--- src/rtl/uart_reg_pkg.sv ---
// Shared constants, encodings and helpers for the uart_reg register block.
package uart_reg_pkg;

   localparam int DATA_W = 32;
   localparam int ADDR_W = 8;

   localparam logic [7:0] ADDR_ID        = 8'h00;
   localparam logic [7:0] ADDR_CTRL      = 8'h01;
   localparam logic [7:0] ADDR_FG        = 8'h02;
   localparam logic [7:0] ADDR_BG        = 8'h03;
   localparam logic [7:0] ADDR_CURSOR    = 8'h04;
   localparam logic [7:0] ADDR_FRAME_CNT = 8'h05;
   localparam logic [7:0] ADDR_STATUS    = 8'h06;
   localparam logic [7:0] ADDR_SCRATCH   = 8'h07;

   localparam logic [31:0] ID_VALUE    = 32'h5647_4131;
   localparam logic [1:0]  CTRL_RST    = 2'b01;
   localparam logic [11:0] FG_RST      = 12'hFFF;
   localparam logic [11:0] BG_RST      = 12'h000;
   localparam logic [9:0]  CUR_X_RST   = 10'h000;
   localparam logic [9:0]  CUR_Y_RST   = 10'h000;
   localparam logic [31:0] SCRATCH_RST = 32'h0000_0000;

   typedef enum logic [1:0] {
      UART_NONE  = 2'b00,
      UART_WRITE = 2'b01,
      UART_READ  = 2'b10,
      UART_RSVD  = 2'b11
   } uart_req_e;

   typedef enum logic [1:0] {
      RESP_IDLE  = 2'b00,
      RESP_WACK  = 2'b01,
      RESP_RDATA = 2'b10,
      RESP_ERR   = 2'b11
   } reg_resp_e;

   typedef enum logic [1:0] {
      ST_IDLE = 2'b00,
      ST_EXEC = 2'b01,
      ST_RESP = 2'b10
   } state_e;

   function automatic logic is_request(input logic [1:0] code);
      return (code == UART_WRITE) || (code == UART_READ);
   endfunction

   // STATUS accepts writes (W1C on bit0) even though most of it is read-only.
   function automatic logic is_writable(input logic [7:0] addr);
      case (addr)
         ADDR_CTRL, ADDR_FG, ADDR_BG, ADDR_CURSOR,
         ADDR_STATUS, ADDR_SCRATCH: return 1'b1;
         default:                   return 1'b0;
      endcase
   endfunction

   function automatic logic is_shadowed(input logic [7:0] addr);
      return (addr >= ADDR_CTRL) && (addr <= ADDR_CURSOR);
   endfunction

endpackage

--- src/rtl/uart_reg_if.sv ---
// Request/response bus between the UART command side and the register block.
interface uart_reg_if;
   import uart_reg_pkg::*;

   logic [1:0]        UART_STATE;
   logic [DATA_W-1:0] UART_DATA;
   logic [ADDR_W-1:0] UART_ADDR;
   logic [1:0]        REG_STATE;
   logic [DATA_W-1:0] REG_DATA;

   modport master (output UART_STATE, UART_DATA, UART_ADDR,
                   input  REG_STATE, REG_DATA);
   modport slave  (input  UART_STATE, UART_DATA, UART_ADDR,
                   output REG_STATE, REG_DATA);
endinterface

--- src/rtl/uart_reg_shadow.sv ---
// Frame-synchronous shadow bank: staging values are copied on each frame end.
module uart_reg_shadow
   import uart_reg_pkg::*;
(
   input  logic        clk,
   input  logic        rst,
   input  logic        frame_end,
   input  logic [1:0]  ctrl,
   input  logic [11:0] fg,
   input  logic [11:0] bg,
   input  logic [9:0]  cur_x,
   input  logic [9:0]  cur_y,
   output logic [1:0]  VGA_CTRL,
   output logic [11:0] VGA_FG_COLOR,
   output logic [11:0] VGA_BG_COLOR,
   output logic [9:0]  VGA_CURSOR_X,
   output logic [9:0]  VGA_CURSOR_Y
);

   // Shadow copy; a write landing on the same edge is picked up next frame.
   always_ff @(posedge clk) begin
      if (rst) begin
         VGA_CTRL     <= CTRL_RST;
         VGA_FG_COLOR <= FG_RST;
         VGA_BG_COLOR <= BG_RST;
         VGA_CURSOR_X <= CUR_X_RST;
         VGA_CURSOR_Y <= CUR_Y_RST;
      end else if (frame_end) begin
         VGA_CTRL     <= ctrl;
         VGA_FG_COLOR <= fg;
         VGA_BG_COLOR <= bg;
         VGA_CURSOR_X <= cur_x;
         VGA_CURSOR_Y <= cur_y;
      end
   end

endmodule

--- src/rtl/uart_reg.sv ---
// UART-driven register block: request FSM, address decode, staging and status
// registers; VGA-facing shadow copies live in uart_reg_shadow.
module uart_reg
   import uart_reg_pkg::*;
(
   input  logic        CLK_100M,
   input  logic        SYS_RST,
   uart_reg_if.slave   bus,
   input  logic        VGA_FRAME_END,
   output logic [1:0]  VGA_CTRL,
   output logic [11:0] VGA_FG_COLOR,
   output logic [11:0] VGA_BG_COLOR,
   output logic [9:0]  VGA_CURSOR_X,
   output logic [9:0]  VGA_CURSOR_Y
);

   state_e      state_r;
   logic [1:0]  req_code_r;
   logic [7:0]  req_addr_r;
   logic [31:0] req_data_r;
   reg_resp_e   reg_state_r;
   logic [31:0] reg_data_r;

   logic [1:0]  ctrl_r;
   logic [11:0] fg_r;
   logic [11:0] bg_r;
   logic [9:0]  cur_x_r;
   logic [9:0]  cur_y_r;
   logic [31:0] scratch_r;
   logic [31:0] frame_cnt_r;
   logic        drop_r;
   logic        pending_r;

   logic [31:0] rd_data_s;
   reg_resp_e   resp_s;
   logic [31:0] resp_data_s;
   logic        wr_en_s;

   assign bus.REG_STATE = reg_state_r;
   assign bus.REG_DATA  = reg_data_r;

   // Register read mux over the captured address; unused bits read as zero.
   always_comb begin
      rd_data_s = 32'h0000_0000;
      case (req_addr_r)
         ADDR_ID:        rd_data_s = ID_VALUE;
         ADDR_CTRL:      rd_data_s = {30'h0, ctrl_r};
         ADDR_FG:        rd_data_s = {20'h0, fg_r};
         ADDR_BG:        rd_data_s = {20'h0, bg_r};
         ADDR_CURSOR:    rd_data_s = {6'h0, cur_y_r, 6'h0, cur_x_r};
         ADDR_FRAME_CNT: rd_data_s = frame_cnt_r;
         ADDR_STATUS:    rd_data_s = {30'h0, pending_r, drop_r};
         ADDR_SCRATCH:   rd_data_s = scratch_r;
         default:        rd_data_s = 32'h0000_0000;
      endcase
   end

   // Execute-cycle decision: write enable plus the response to register.
   always_comb begin
      resp_s      = RESP_IDLE;
      resp_data_s = 32'h0000_0000;
      wr_en_s     = 1'b0;
      if (state_r == ST_EXEC) begin
         if (req_code_r == UART_WRITE) begin
            if (is_writable(req_addr_r)) begin
               wr_en_s = 1'b1;
               resp_s  = RESP_WACK;
            end else begin
               resp_s  = RESP_ERR;
            end
         end else begin
            if (req_addr_r <= ADDR_SCRATCH) begin
               resp_s      = RESP_RDATA;
               resp_data_s = rd_data_s;
            end else begin
               resp_s      = RESP_ERR;
            end
         end
      end else begin
         resp_s = RESP_IDLE;
      end
   end

   // Request FSM: capture in IDLE, execute, then present the response one cycle.
   always_ff @(posedge CLK_100M) begin
      if (SYS_RST) begin
         state_r     <= ST_IDLE;
         req_code_r  <= 2'b00;
         req_addr_r  <= 8'h00;
         req_data_r  <= 32'h0000_0000;
         reg_state_r <= RESP_IDLE;
         reg_data_r  <= 32'h0000_0000;
      end else begin
         reg_state_r <= RESP_IDLE;
         reg_data_r  <= 32'h0000_0000;
         case (state_r)
            ST_IDLE: begin
               if (is_request(bus.UART_STATE)) begin
                  req_code_r <= bus.UART_STATE;
                  req_addr_r <= bus.UART_ADDR;
                  req_data_r <= bus.UART_DATA;
                  state_r    <= ST_EXEC;
               end
            end
            ST_EXEC: begin
               reg_state_r <= resp_s;
               reg_data_r  <= resp_data_s;
               state_r     <= ST_RESP;
            end
            ST_RESP: state_r <= ST_IDLE;
            default: state_r <= ST_IDLE;
         endcase
      end
   end

   // Staging registers, written only by an accepted write in the execute cycle.
   always_ff @(posedge CLK_100M) begin
      if (SYS_RST) begin
         ctrl_r    <= CTRL_RST;
         fg_r      <= FG_RST;
         bg_r      <= BG_RST;
         cur_x_r   <= CUR_X_RST;
         cur_y_r   <= CUR_Y_RST;
         scratch_r <= SCRATCH_RST;
      end else if (wr_en_s) begin
         case (req_addr_r)
            ADDR_CTRL:    ctrl_r    <= req_data_r[1:0];
            ADDR_FG:      fg_r      <= req_data_r[11:0];
            ADDR_BG:      bg_r      <= req_data_r[11:0];
            ADDR_CURSOR: begin
               cur_x_r <= req_data_r[9:0];
               cur_y_r <= req_data_r[25:16];
            end
            ADDR_SCRATCH: scratch_r <= req_data_r;
            default:      ;
         endcase
      end
   end

   // Frame counter and status bits; a new drop beats a same-cycle clear.
   always_ff @(posedge CLK_100M) begin
      if (SYS_RST) begin
         frame_cnt_r <= 32'h0000_0000;
         drop_r      <= 1'b0;
         pending_r   <= 1'b0;
      end else begin
         if (VGA_FRAME_END) begin
            frame_cnt_r <= frame_cnt_r + 32'd1;
         end
         if ((state_r != ST_IDLE) && is_request(bus.UART_STATE)) begin
            drop_r <= 1'b1;
         end else if (wr_en_s && (req_addr_r == ADDR_STATUS) && req_data_r[0]) begin
            drop_r <= 1'b0;
         end
         if (wr_en_s && is_shadowed(req_addr_r)) begin
            pending_r <= 1'b1;
         end else if (VGA_FRAME_END) begin
            pending_r <= 1'b0;
         end
      end
   end

   uart_reg_shadow u_shadow (
      .clk          (CLK_100M),
      .rst          (SYS_RST),
      .frame_end    (VGA_FRAME_END),
      .ctrl         (ctrl_r),
      .fg           (fg_r),
      .bg           (bg_r),
      .cur_x        (cur_x_r),
      .cur_y        (cur_y_r),
      .VGA_CTRL     (VGA_CTRL),
      .VGA_FG_COLOR (VGA_FG_COLOR),
      .VGA_BG_COLOR (VGA_BG_COLOR),
      .VGA_CURSOR_X (VGA_CURSOR_X),
      .VGA_CURSOR_Y (VGA_CURSOR_Y)
   );

endmodule

--- src/flat_wrapper.sv ---
// flat-port wrapper written by rule: the top's interface ports become plain ports
module uart_reg_flat import uart_reg_pkg::*;
  (CLK_100M, SYS_RST, VGA_FRAME_END, VGA_CTRL, VGA_FG_COLOR, VGA_BG_COLOR, VGA_CURSOR_X, VGA_CURSOR_Y, bus_UART_STATE, bus_UART_DATA, bus_UART_ADDR, bus_REG_STATE, bus_REG_DATA);
  uart_reg_if bus_i ();
  input  logic CLK_100M;
  input  logic SYS_RST;
  input  logic VGA_FRAME_END;
  output logic [1:0] VGA_CTRL;
  output logic [11:0] VGA_FG_COLOR;
  output logic [11:0] VGA_BG_COLOR;
  output logic [9:0] VGA_CURSOR_X;
  output logic [9:0] VGA_CURSOR_Y;
  input wire logic [$bits(bus_i.UART_STATE)-1:0] bus_UART_STATE;
  input wire logic [$bits(bus_i.UART_DATA)-1:0] bus_UART_DATA;
  input wire logic [$bits(bus_i.UART_ADDR)-1:0] bus_UART_ADDR;
  output wire logic [$bits(bus_i.REG_STATE)-1:0] bus_REG_STATE;
  output wire logic [$bits(bus_i.REG_DATA)-1:0] bus_REG_DATA;
  assign bus_i.UART_STATE = bus_UART_STATE;
  assign bus_i.UART_DATA = bus_UART_DATA;
  assign bus_i.UART_ADDR = bus_UART_ADDR;
  assign bus_REG_STATE = bus_i.REG_STATE;
  assign bus_REG_DATA = bus_i.REG_DATA;
  uart_reg u_core (.CLK_100M(CLK_100M), .SYS_RST(SYS_RST), .bus(bus_i), .VGA_FRAME_END(VGA_FRAME_END), .VGA_CTRL(VGA_CTRL), .VGA_FG_COLOR(VGA_FG_COLOR), .VGA_BG_COLOR(VGA_BG_COLOR), .VGA_CURSOR_X(VGA_CURSOR_X), .VGA_CURSOR_Y(VGA_CURSOR_Y));
endmodule
--- config.mk ---
export PLATFORM = sky130hd
export DESIGN_NAME = uart_reg_flat
export DESIGN_NICKNAME = d
export VERILOG_FILES = /design/src/rtl/uart_reg_pkg.sv /design/src/rtl/uart_reg_if.sv /design/src/rtl/uart_reg_shadow.sv /design/src/rtl/uart_reg.sv /design/src/flat_wrapper.sv
export SDC_FILE = /design/constraint.sdc
export NUM_CORES = 1
export LEC_CHECK = 0
export CAP_MARGIN = 20
export CORE_MARGIN = 2
export CORE_UTILIZATION = 45
export CTS_CLUSTER_DIAMETER = 100
export DETAILED_ROUTE_END_ITERATION = 10
export PLACE_DENSITY = 0.7
export SYNTH_ARGS = -nofsm -noshare
export SYNTH_HDL_FRONTEND = slang
export SYNTH_SLANG_ARGS = --single-unit
export TNS_END_PERCENT = 30
--- constraint.sdc ---
create_clock -name CLK_100M -period 1.95 [get_ports CLK_100M]
set_input_delay 0.39 -clock CLK_100M [delete_from_list [all_inputs] [get_ports CLK_100M]]
set_output_delay 0.39 -clock CLK_100M [all_outputs]
set_load 0.01 [all_outputs]
---- Yosys cells after proc, flatten, opt, wreduce, memory -nomap -nowiden ----
Index checks and enable logic that the tools add are counted.
operators by class
  bitwise logic cells ..................... 2
  add/sub/neg operators ................... 1
  muxes and demuxes ....................... 16
  reductions and logical operators ........ 20
  div/mod/pow operators ................... 0
  shift-type cells ........................ 0
  equality and inequality tests ........... 12
  order comparisons ....................... 3
  multiply operators ...................... 0
operators by type and width
  operator                 number
  $pmux W32 S8             1
  $add A32 B1 Y32 const B  1
  $eq A8 B3 Y1 const B     4
  $eq A8 B2 Y1 const B     2
  $le A8 B3 Y1 const B     2
  $reduce_and A2 Y1        6
  $mux W1                  11
  $eq A8 B1 Y1 const B     1
  $ge A8 B1 Y1 const B     1
  $logic_not A8 Y1         1
  $eq A2 B1 Y1 const B     3
  $mux W2                  3
  $reduce_bool A2 Y1       3
  $reduce_or A6 Y1         1
  $logic_and A1 B1 Y1      5
  $pmux W2 S2              1
  $reduce_or A4 Y1         1
  $eq A2 B2 Y1 const B     1
  $logic_not A2 Y1         1
  $ne A2 B1 Y1 const B     1
  $not A1 Y1               2
  $reduce_or A2 Y1         1
  $logic_or A1 B1 Y1       1
word-level totals
  input port bits ......................... 45
  word-level logic and storage cells ...... 74
  memories ................................ 0
  bits in read-only memories .............. 0
  latch bits .............................. 0
  register bits after elaboration ......... 236
  bits in writable memories ............... 0

---- Depth between registers and ports, before layout ----
  word-level depth ........................ 12
  mapped depth ............................ 7
  gate-level depth less buffers ........... 6

---- Modules after synthesis ----
A second synthesis with hierarchy kept.
second synthesis, totals
  cells, all modules ...................... 1047
  area, all modules ....................... 9355.2 µm²
modules (own cells, without submodules)
  module           sequential area each (µm²)  cells an instance  area an instance (µm²)  times used
  uart_reg         3803.6                      898                7676.1                  1
  uart_reg_shadow  920.9                       149                1679.1                  1

---- Least setup slack after synthesis ----
OpenSTA, ideal clock, no wires.
  kind .................................... register to register
  start ................................... reg u_core.req_addr_r[3]
  end ..................................... reg u_core.scratch_r[10]
  arrival time ............................ 1852 ps
  slack ................................... -30 ps
  stages on the path, launching flop included .. 7
  required time ........................... 1822 ps
  period minus slack after synthesis ...... 1980 ps
  buffers on the path ..................... 2
  cell sequence ........................... dfxtp_1 > or4_1 > buf_6 > nor4_4 > buf_6 > mux2i_1 > nor2_1
on the way
  word-level cells in the longest chain between the ends .. 9
  elaborated cells on any way between the ends .. 14
  those cells by class .................... eq/ne (6); mux (6); reduce/logical (2)
ends and longest elaborated chain
  what                                        line                RTL
  start: declaration                          uart_reg.sv:19      logic [7:0] req_addr_r;
  start signal: assignment                    uart_reg.sv:100     req_addr_r <= bus.UART_ADDR;
  $eq A8 B1 Y1, or another cell as far along  uart_reg_pkg.sv:50  case (addr)
  $reduce_or A6 Y1                            uart_reg_pkg.sv:50
  $mux W1                                     uart_reg_pkg.sv:50
  $mux W1                                     uart_reg.sv:64      if (req_code_r == UART_WRITE) begin
  $mux W1                                     uart_reg.sv:63      if (state_r == ST_EXEC) begin
  $mux W1                                     uart_reg.sv:65      if (is_writable(req_addr_r)) begin
  $mux W1                                     uart_reg.sv:64
  $mux W1                                     uart_reg.sv:63
  $reduce_and A2 Y1 (no source line) *        n/a
  end signal: assignment                      uart_reg.sv:134     ADDR_SCRATCH: scratch_r <= req_data_r;
  end: declaration                            uart_reg.sv:29      logic [31:0] scratch_r;
Mark *: on every way between the ends. The rest lies on a longest branch, timed or not. The select of a mux whose other input is x is not followed.
A chain may end at the register's enable or synchronous reset.

---- Worst setup path in the final report ----
  start ................................... reg u_core.req_code_r[0]
  end ..................................... reg u_core.scratch_r[11]
on the way
  word-level cells in the longest chain between the ends .. 4
ends and longest elaborated chain
  what                                line            RTL
  start: declaration                  uart_reg.sv:18  logic [1:0] req_code_r;
  start signal: assignment            uart_reg.sv:99  req_code_r <= bus.UART_STATE;
  $eq A2 B1 Y1                        uart_reg.sv:64
  $mux W1                             uart_reg.sv:64
  $mux W1                             uart_reg.sv:63
  $reduce_and A2 Y1 (no source line)  n/a
No other way between the ends.

==> impl_summary.txt <==
----------------------------------------------------
[Timing]
  Sum Neg Setup Slack ... -657 ps
  Tcrit/Tclk final ... 1.03
  Final hold vios ... 0
  Fin Clk Skew ... 15.4 ps
  Crit path time final ... 2000 ps
  Unrepaired setup endpoints after global routing ... true
  Transition time at the pin with the least slew margin ... 875 ps
  Worst Hold Margin ... 245 ps
  Achievable clock frequency ... 499 MHz
  Final count of pins violating max slew ... 0
  Relative max-transition margin ... 0.416
  Setup slack after layout ... -54.2 ps
  Count of endpoints failing setup in the final report ... 30

[Power and ir drop]
  Leakage ... 4.42 nW
  Cell area power density ... 901 nW/um^2
  Peak supply drop ... 0.000651 V
  Power, Total ... 11.1 mW

[Synthesis]
  Number of synthesized flops with an enable pin ... 0
  Share of synthesized area occupied by flip-flops and latches ... 0.503
  Most common flop cell mapped by yosys ... sky130_fd_sc_hd__dfxtp_1
  Number of distinct library cells after synthesis ... 52
  Number of warnings reported in the yosys synthesis log ... 0
  Fraction of registers with async set or reset after synthesis ... 0
  Synth Instances ... 1019
  Mean cell area of the mapped netlist ... 9.22 sq um
  Post-synthesis cell area ... 9390 sq um
  Post-Synthesis Net Count ... 1065
  Number of flip-flops and latches in the synthesized netlist ... 236

[Setup path]
  Slowest-stage cell, CP ... sky130_fd_sc_hd__or4bb_1
  Top cell by count, worst path ... sky130_fd_sc_hd__buf_6
  Data arrival time of the worst path ... 2360 ps
  Kind of start point of the critical path ... flop
  Largest stage delay on the critical path ... 490 ps
  Classification of the worst setup path ... flop to flop
  WP buf/inv ... 3
  Critical path, cell by cell ... or4bb_1, buf_6, nor4_4, buf_6, clkbuf_16, mux2i_1, nor2_1
  Required @ worst endpoint ... 2300 ps
  Endpoint class of the critical path ... flop
  Largest delay contributor family on the critical path ... simple AND/OR/NAND/NOR gates
  Maximum fanout count along the critical path ... 7

[Finish]
  Fraction of the core area covered by cells at the end of the flow ... 0.606
  Area Growth Syn to Fin ... 31.3%
  Commonest cells after routing, fill and taps aside ... sky130_fd_sc_hd__dfxtp_1, sky130_fd_sc_hd__clkdlybuf4s50_1, sky130_fd_sc_hd__nor2_1
  Ratio of cells with drive above 1 in the final layout ... 0.128
  Post-route design area ... 12300 sq um
  Post-route insts no fill ... 1454
  Leading cell type in the layout, fill and taps excluded ... sky130_fd_sc_hd__dfxtp_1
  Antenna diode count ... 0
  Number of nets in the finished design ... 1214

[Run status]
  Failing checks ... negative setup slack
  Run status ... finished with violations

[Floorplan]
  Num rows ... 52
  Die height ... 148 microns
  Placeable core region ... 20400 sq um
  Effective utilization at floorplan ... 0.461
  Area of the die ... 22000 sq um
  Die Wd ... 148 microns
  Number of top-level pins ... 125

[GRT]
  Initial antenna violation count ... 0
  Combined global-route utilization of all metal layers ... 0.216
  Maximum number of pins on one net before global-route repair ... 202
  Number of global-route vias before repair ... 7272
  Wire length of the first global-routing pass ... 38.5 mm
  Overflow left after global routing ... 0

[Routing]
  Via count of the routed design ... 7983
  Post-route ant nets ... 0
  Via count normalized by instance count ... 5.49
  Residual DRC ... 0
  WL per Instance ... 17.2 microns
  Number of DRC markers in iteration 0 ... 575
  Final wirelength ... 25.0 mm
  Drt first pass iters ... 5

[Placed design]
  Placed Cells ... 1404
  Buffers on Ports ... 124
  Area after DPL ... 11300 sq um
  Final Wtd Congestion ... 0.824
  Setup slack at placement ... -101 ps
  HPWL Detailed ... 16.7 mm

[Clock tree]
  Worst-path clk slew ... 60 ps
  TritonCTS clock tree ... done
  Inserted Clock Buffers ... 24
  Number of buffers between clock root and the deepest sink ... 3
  Root buffer selected by CTS ... sky130_fd_sc_hd__clkbuf_16
  Clk Latency, worst-skew pair ... 510 ps
  H-tree depth ... 1
  Sinks on Clock Net ... 236

[Hold path]
  Hold Crit Class ... primary input to flop

[Job]
  Count of max-cap constraint violations ... 0

----------------------------------------------------
flip-flops by register name, indices dropped and copies added (netlist names):
signal and count:
u_core.bus.REG_DATA 32, u_core.frame_cnt_r 32, u_core.req_data_r 32, u_core.scratch_r 32, u_core.bg_r 12, u_core.fg_r 12
u_core.u_shadow.VGA_BG_COLOR 12, u_core.u_shadow.VGA_FG_COLOR 12, u_core.cur_x_r 10, u_core.cur_y_r 10, u_core.u_shadow.VGA_CURSOR_X 10, u_core.u_shadow.VGA_CURSOR_Y 10
u_core.req_addr_r 8, u_core.bus.REG_STATE 2, u_core.ctrl_r 2, u_core.req_code_r 2, u_core.state_r 2, u_core.u_shadow.VGA_CTRL 2
u_core.drop_r 1, u_core.pending_r 1
worst reg2reg max path: stages, from the launching register on:
cell and delay [ps]:
sky130_fd_sc_hd__dfxtp_2 340, sky130_fd_sc_hd__or4bb_1 490, sky130_fd_sc_hd__buf_6 160, sky130_fd_sc_hd__nor4_4 220, sky130_fd_sc_hd__buf_6 220, sky130_fd_sc_hd__clkbuf_16 190
sky130_fd_sc_hd__mux2i_1 190, sky130_fd_sc_hd__nor2_1 50
report_power, final:
group	internal, mW	switching, mW	total, mW
registers	4.93	0.116	5.05
clock network	3.21	1.86	5.06
logic	0.443	0.557	1.00
metal layers:
metal,global-route usage,vias to the layer above,wire [microns],share of wire
met5,0,-,0,0
met4,0.0529,0,355,0.014
met3,0.0328,29,1670,0.067
met2,0.324,252,10900,0.44
met1,0.327,3806,12100,0.48
li1,-,3896,-,-
final timing paths:
path                                       startpoint                     to  slack (ps)  cells after the start
worst max register to register   u_core.req_code_r[0]   u_core.scratch_r[11]         -50                      7
worst min register to register  u_core.req_data_r[13]  u_core.req_data_r[13]         460                      2
worst max-delay path             u_core.req_code_r[0]   u_core.scratch_r[11]         -50                      7
worst min-delay path                          SYS_RST      u_core.state_r[1]         250                      3
cells in the mapped netlist (5+ instances only):
library cell,number,share of area
sky130_fd_sc_hd__nor3_1,7,0.0037
sky130_fd_sc_hd__o21ai_0,31,0.017
sky130_fd_sc_hd__mux2_2,12,0.014
sky130_fd_sc_hd__or3_1,9,0.0060
sky130_fd_sc_hd__inv_1,8,0.0032
sky130_fd_sc_hd__a221oi_1,10,0.0093
sky130_fd_sc_hd__nor2b_1,33,0.022
sky130_fd_sc_hd__nand3_1,32,0.017
sky130_fd_sc_hd__dfxtp_1,236,0.50
sky130_fd_sc_hd__nand2_1,115,0.046
sky130_fd_sc_hd__or4_1,13,0.010
sky130_fd_sc_hd__mux2i_1,83,0.088
sky130_fd_sc_hd__buf_1,6,0.0024
sky130_fd_sc_hd__a21oi_1,91,0.048
sky130_fd_sc_hd__a211o_1,26,0.024
sky130_fd_sc_hd__clkbuf_1,59,0.024
sky130_fd_sc_hd__o31ai_1,12,0.0096
sky130_fd_sc_hd__a211oi_1,5,0.0040
sky130_fd_sc_hd__xor2_1,6,0.0056
sky130_fd_sc_hd__xnor2_1,7,0.0065
sky130_fd_sc_hd__buf_2,9,0.0048
sky130_fd_sc_hd__nor2_1,120,0.048
sky130_fd_sc_hd__nand4_1,8,0.0053
sky130_fd_sc_hd__and4_1,6,0.0056
sky130_fd_sc_hd__a22oi_1,19,0.015
kinds of logic after synthesis:
family          Yosys count  synth area share
compound gates          215             0.146
xor+xnor                 13            0.0121
fa+ha+maj                 1           0.00133
buf+inv                  88            0.0404
flops                   236             0.503
mux                      96             0.105
simple gates            370             0.192
timing repair:
| action | CTS | global route |
|---|---|---|
| gates cloned | 1 | 3 |
| setup buffers | 3 | 2 |
| hold buffers | 0 | 0 |
| pin swaps | 2 | 5 |
| resized for setup | 7 | 10 |
| endpoints found under the setup margin | 44 | 87 |
cell type report:
type / instances / area [sq um]
fillers: 1709 / 8030
flip-flops and latches: 236 / 4730
multi-input cells: 695 / 4330
repair buffers: 203 / 2030
clock buffers: 32 / 712
well taps: 270 / 338
clock inverters: 10 / 175
inverters: 8 / 30.0
Note: power is estimated with default switching activity, not from simulation.
